[src/rtl/core_mem_pkg.sv]
// core_mem_pkg: shared state encoding and default sizing for the core memory port controller.
package core_mem_pkg;
  localparam int PORTS = 4;
  localparam int ADDR_W_DEF = 14;
  localparam int WORD_W_DEF = 36;
  localparam int T_RD_DEF = 4;
  localparam int T_WR_DEF = 4;
  typedef enum logic [2:0] {S_IDLE, S_ACK, S_RD, S_RS_WAIT, S_WR, S_REST} state_t;
endpackage

[src/rtl/core_mem_port_arb.sv]
// core_mem_port_arb: one-hot grant selection among the four memory ports.
// CORE_MEM_RR_ARB_EN selects round-robin (pointer resets to 3 so p0 wins first); otherwise fixed p0>p1>p2>p3.
module core_mem_port_arb
  import core_mem_pkg::*;
(
`ifdef CORE_MEM_RR_ARB_EN
  input  logic             clk,
  input  logic             reset,
  input  logic             take,
`endif
  input  logic [PORTS-1:0] req,
  output logic [PORTS-1:0] gnt,
  output logic [1:0]       idx
);
`ifdef CORE_MEM_RR_ARB_EN
  logic [1:0] ptr;
  always_ff @(posedge clk or posedge reset)
    if (reset) ptr <= 2'd3;
    else if (take) ptr <= idx;
  // lowest offset from ptr+1 wins, so scan the farthest first and let nearer ones overwrite
  always_comb begin
    idx = '0;
    for (int k = PORTS - 1; k >= 0; k--)
      if (req[2'(ptr + 2'(k + 1))]) idx = 2'(ptr + 2'(k + 1));
  end
`else
  always_comb begin
    idx = '0;
    for (int k = PORTS - 1; k >= 0; k--)
      if (req[k]) idx = 2'(k);
  end
`endif
  assign gnt = |req ? PORTS'(1) << idx : '0;
endmodule

[src/rtl/core_mem_port_ctl.sv]
// core_mem_port_ctl: four-port arbiter and destructive-read / restore-write sequencer for one core module.
// Arbitration is fixed priority unless CORE_MEM_RR_ARB_EN is defined.
module core_mem_port_ctl
  import core_mem_pkg::*;
#(
  parameter int ADDR_W = ADDR_W_DEF,
  parameter int WORD_W = WORD_W_DEF,
  parameter int T_RD   = T_RD_DEF,
  parameter int T_WR   = T_WR_DEF
) (
  input  logic                    clk,
  input  logic                    reset,
  input  logic [PORTS-1:0]        sel_en,
  input  logic [PORTS-1:0]        rq_cyc,
  input  logic [PORTS-1:0]        rd_rq,
  input  logic [PORTS-1:0]        wr_rq,
  input  logic [PORTS*ADDR_W-1:0] ma,
  input  logic [PORTS*WORD_W-1:0] mb_wr,
  input  logic [PORTS-1:0]        wr_rs,
  output logic [PORTS-1:0]        addr_ack,
  output logic [PORTS-1:0]        rd_rs,
  output logic [WORD_W-1:0]       mb_rd,
  output logic [ADDR_W-1:0]       core_addr,
  input  logic [WORD_W-1:0]       core_rdata,
  output logic                    core_we,
  output logic [WORD_W-1:0]       core_wdata,
  output logic                    busy
);
  localparam int CW = $clog2((T_RD > T_WR ? T_RD : T_WR) + 1);
  state_t state, nxt;
  logic [CW-1:0] cnt, cnt_n;
  logic [PORTS-1:0] elig, gnt;
  logic [1:0] gi, g;
  logic rd_l, wr_l, go, cap;
  logic [WORD_W-1:0] data_buf;
  assign elig = rq_cyc & sel_en & (rd_rq | wr_rq);
  assign go = state == S_IDLE && |elig;
  // core_addr is registered at grant, so data is T_RD cycles old one cycle before RD ends;
  // capturing there lets rd_rs land in the last RD cycle, clear of core_we
  assign cap = state == S_RD && cnt == CW'(2);
  assign core_we = state == S_WR;
  assign core_wdata = data_buf;
  assign busy = state != S_IDLE;
  core_mem_port_arb u_arb (
`ifdef CORE_MEM_RR_ARB_EN
    .clk  (clk),
    .reset(reset),
    .take (go),
`endif
    .req  (elig),
    .gnt  (gnt),
    .idx  (gi)
  );
  always_comb begin
    nxt = state;
    cnt_n = cnt;
    case (state)
      S_IDLE: nxt = go ? S_ACK : S_IDLE;
      S_ACK: begin
        nxt = S_RD;
        cnt_n = CW'(T_RD);
      end
      S_RD: begin
        nxt = cnt == CW'(1) ? (wr_l ? S_RS_WAIT : S_WR) : S_RD;
        cnt_n = cnt == CW'(1) ? CW'(T_WR) : cnt - CW'(1);
      end
      S_RS_WAIT: nxt = (wr_rs[g] || !rq_cyc[g]) ? S_WR : S_RS_WAIT;
      S_WR: begin
        nxt = cnt == CW'(1) ? S_REST : S_WR;
        cnt_n = cnt - CW'(1);
      end
      S_REST: nxt = S_IDLE;
      default: nxt = S_IDLE;
    endcase
  end
  always_ff @(posedge clk or posedge reset)
    if (reset) begin
      state <= S_IDLE;
      cnt <= '0;
      g <= '0;
      rd_l <= 1'b0;
      wr_l <= 1'b0;
      core_addr <= '0;
      data_buf <= '0;
      mb_rd <= '0;
      addr_ack <= '0;
      rd_rs <= '0;
    end else begin
      state <= nxt;
      cnt <= cnt_n;
      addr_ack <= go ? gnt : '0;
      rd_rs <= (cap && rd_l) ? PORTS'(1) << g : '0;
      if (go) begin
        g <= gi;
        core_addr <= ma[gi*ADDR_W +: ADDR_W];
        rd_l <= rd_rq[gi];
        wr_l <= wr_rq[gi];
      end
      if (cap) begin
        data_buf <= (wr_l && !rd_l) ? '0 : core_rdata;
        if (rd_l) mb_rd <= core_rdata;
      end
      if (state == S_RS_WAIT && wr_rs[g]) data_buf <= mb_wr[g*WORD_W +: WORD_W];
    end
endmodule
[config.mk]
export PLATFORM = sky130hd
export DESIGN_NAME = core_mem_port_ctl
export DESIGN_NICKNAME = d
export VERILOG_FILES = /design/src/rtl/core_mem_pkg.sv /design/src/rtl/core_mem_port_arb.sv /design/src/rtl/core_mem_port_ctl.sv
export SDC_FILE = /design/constraint.sdc
export NUM_CORES = 1
export LEC_CHECK = 0
export CAP_MARGIN = 20
export CORE_AREA = 2 2 139 141
export CTS_BUF_LIST = sky130_fd_sc_hd__clkbuf_16
export CTS_CLUSTER_DIAMETER = 200
export CTS_CLUSTER_SIZE = 16
export DETAILED_ROUTE_END_ITERATION = 10
export DIE_AREA = 0 0 141 143
export PLACE_DENSITY = 0.71
export SETUP_SLACK_MARGIN = 0.15
export SLEW_MARGIN = 20
export SYNTH_ARGS = -nofsm -noshare
export SYNTH_HDL_FRONTEND = slang
export SYNTH_HIERARCHICAL = 1
export SYNTH_SLANG_ARGS = --single-unit
[constraint.sdc]
create_clock -name clk -period 8.57 [get_ports clk]
set_clock_uncertainty 0.05 [all_clocks]
set_input_delay 1.714 -clock clk [delete_from_list [all_inputs] [get_ports clk]]
set_output_delay 1.714 -clock clk [all_outputs]
set_load 0.02 [all_outputs]
==> metrics.txt <==
Tcrit/Tclk final=0.441; largest net degree at the start of global routing=56; Slew @ Worst Pin=0.937 ns; Clock Power Share=0.132; Die Span Y=143 um; maximum VDD drop=0.142 mV; synth cell count leaders=104 x dfrtp_1, 54 x mux2_2, 54 x mux4_2; synthesized area per cell=12.7 um2; Seq/Total Area, Yosys=0.425; vias post-DR=5465; top-level port count=354; count of antenna-violating nets left after detailed routing=0; via density per instance=5.24; Clock Latency Late Sink=0.34 ns; synthesized cell area=6120 um2; critical path cell sequence=nor3b_1, clkdlybuf4s50_1; drt first-iter violations=172; sw frac=0.393; # nets final=1064; RSZ-0062 raised after global routing=false; outcome=finished, final reports clean; Yosys top cell area share=0.425; Worst Path Arrival=2.02 ns; Worst Setup End Kind=output pin; H-tree Lvls=3; starting density of the core=0.329; hold_sp=mb_rd[0]; Critical Path Source=state[2]; Crit path max-delay family=buffers and inverters; syn nets=741; top-count cell post-synth=dfrtp_1; Final Max Tran Viols=0; Reg clk slew, reported paths=0.07 ns; Power Internal=1.83 mW; Area growth, synth to finish=65.0%; Fmax achieved=264 MHz; total power=3.02 mW; Synth cell types=41; clk root buf=clkbuf_16; setup bufs post-CTS=0; Fillers=1652; layout cells sized above 1=0.212; startpoint types=flip-flop; Hold Path Class=flip-flop to flip-flop; dpl hpwl=16.1 mm; port buffer count=353; sequential power share=0.290; CTS tree=done; EDFF count, synth=0; gr ovfl total=0; DRC=0; worst rel slew slack=0.375; post-synth top area cell=dfrtp_1; Comb power frac=0.578; Synth Register Bits=104; first-pass GRT wire length=32.3 mm; GRT Total Usage=0.210; cell area power density=299 nW/um2; total net switching power=1.19 mW; ys async rst share=1.00; drt pass-1 iters=4; Die Wd=141 um; Clock Sinks=104; CTS Buffer Depth=2; initial antenna violation count=1; CP Buf/Inv Count=1; Synth area leaders=dfrtp_1 43%, mux4_2 20%, mux2_2 9.9%; Die Area=20200 um2; fin crit period=3.78 ns; WL final=21.5 mm; CORE AREA=18600 um2; drt wl/cell=20.6 um; setup TNS=0 ns; Critical R2R Launch=cnt[0]; CTS buffer count=9; Placer Congestion=0.846; vias in the first global route=5804; hold-fix buffers at CTS=0; max cap viols=0; # setup viols final=0; Synth Flop Type=dfrtp_1; Worst Setup Path Type=flip-flop to output pin; Critical Path Fanout Max=16; cells after synthesis=480; slowest library cell on the worst path=clkdlybuf4s50_1; post-cts sizing count=0; Worst path max stage delay=0.69 ns; CP Data Required Time=6.81 ns; Pleak=3.93 nW; Final Hold Fails=0; Site Rows=50; Warnings, synthesis=6
[state kept, by name, indices dropped and copies added (netlist names)]
signal,count
core_wdata,36
mb_rd,36
core_addr,14
addr_ack,4
rd_rs,4
cnt,3
state,3
g,2
rd_l,1
wr_l,1
[worst reg2reg max path, cell delays in order (launching register included)]
cell and delay (ns):
dfrtp_1 0.40, inv_1 0.13, ha_2 0.79, nor3b_1 0.55, a22o_4 0.65, o211ai_1 0.17
[final timing paths]
check | end | slack [ns] | cells past startpoint
max | core_we | 4.79 | 2
min | mb_rd[0] | 0.46 | 1
max reg2reg | core_wdata[31] | 5.69 | 5
min reg2reg | mb_rd[0] | 0.46 | 1
max in group asynchronous | g[1] | 5.51 | 3
min in group asynchronous | rd_rs[0] | 1.79 | 2
[area by class of cell]
class,count,area (um2),share of cell area
diodes,1,2.50,0.000248
clock buffers,9,225,0.0223
clock inverters,6,53.8,0.00533
inverters,44,168,0.0166
multi-input cells,284,3160,0.313
flip-flops and latches,104,2610,0.258
well taps,234,293,0.0290
repair buffers,360,3590,0.355
[cells in the final DEF, fill, tap and decap left out, drive strengths merged, types with 5 or more instances in the layout]
cell type and n:
nand2b 7, clkbuf 9, nand3 37, nor2 6
inv 46, o211a 5, buf 7, nor3 8
clkdlybuf4s50 353, o211ai 36, nand4 36, mux4 54
mux2 54, dfrtp 104
[power groups by stage]
stage / logic (mW) / clock network [mW] / registers [mW]
3_3_place_gp: 1.74 / 0 / 0.876
2_1_floorplan: 0.780 / 0 / 1.10
5_1_grt: 1.85 / 0.432 / 0.906
4_1_cts: 1.76 / 0.413 / 0.877
6_report: 1.74 / 0.398 / 0.875
3_5_place_dp: 1.75 / 0 / 0.884
[layer usage]
layer,GRT usage,vias up,wire length [um]
li1,-,2481,-
met1,0.244,2713,8280
met2,0.380,250,11200
met3,0.0560,21,1610
met4,0.0632,0,410
met5,0,-,0
[cells by family (layout without fill, tap and decap cells)]
kind of cell / count (synthesis) / count (layout) / synth area share
and+or+nand+nor: 114 / 114 / 0.108
muxes: 108 / 108 / 0.298
DFF: 104 / 104 / 0.425
buffers and inverters: 92 / 419 / 0.0638
AOI/OAI and AO/OA: 58 / 58 / 0.0971
adders and majority gates: 3 / 3 / 0.00613
xor gates and xnor gates: 1 / 1 / 0.00143
other: 0 / 1 / 0
[metrics by stage]
step | cell area, um2 | hold WS (ns) | setup slack [ns] | std cells | util
after floorplan | 6120 | 0.444 | 4.07 | 480 | -
after global placement | 9810 | 0.437 | 4.10 | 1026 | 0.528
after detailed placement | 9810 | 0.442 | 4.05 | 1026 | 0.528
after CTS | 10100 | 0.458 | 4.42 | 1041 | 0.543
after global routing | 10100 | 0.461 | 4.59 | 1042 | 0.543
final | 10100 | 0.456 | 4.79 | 1042 | 0.543
Note: power is estimated with default switching activity, not from simulation.
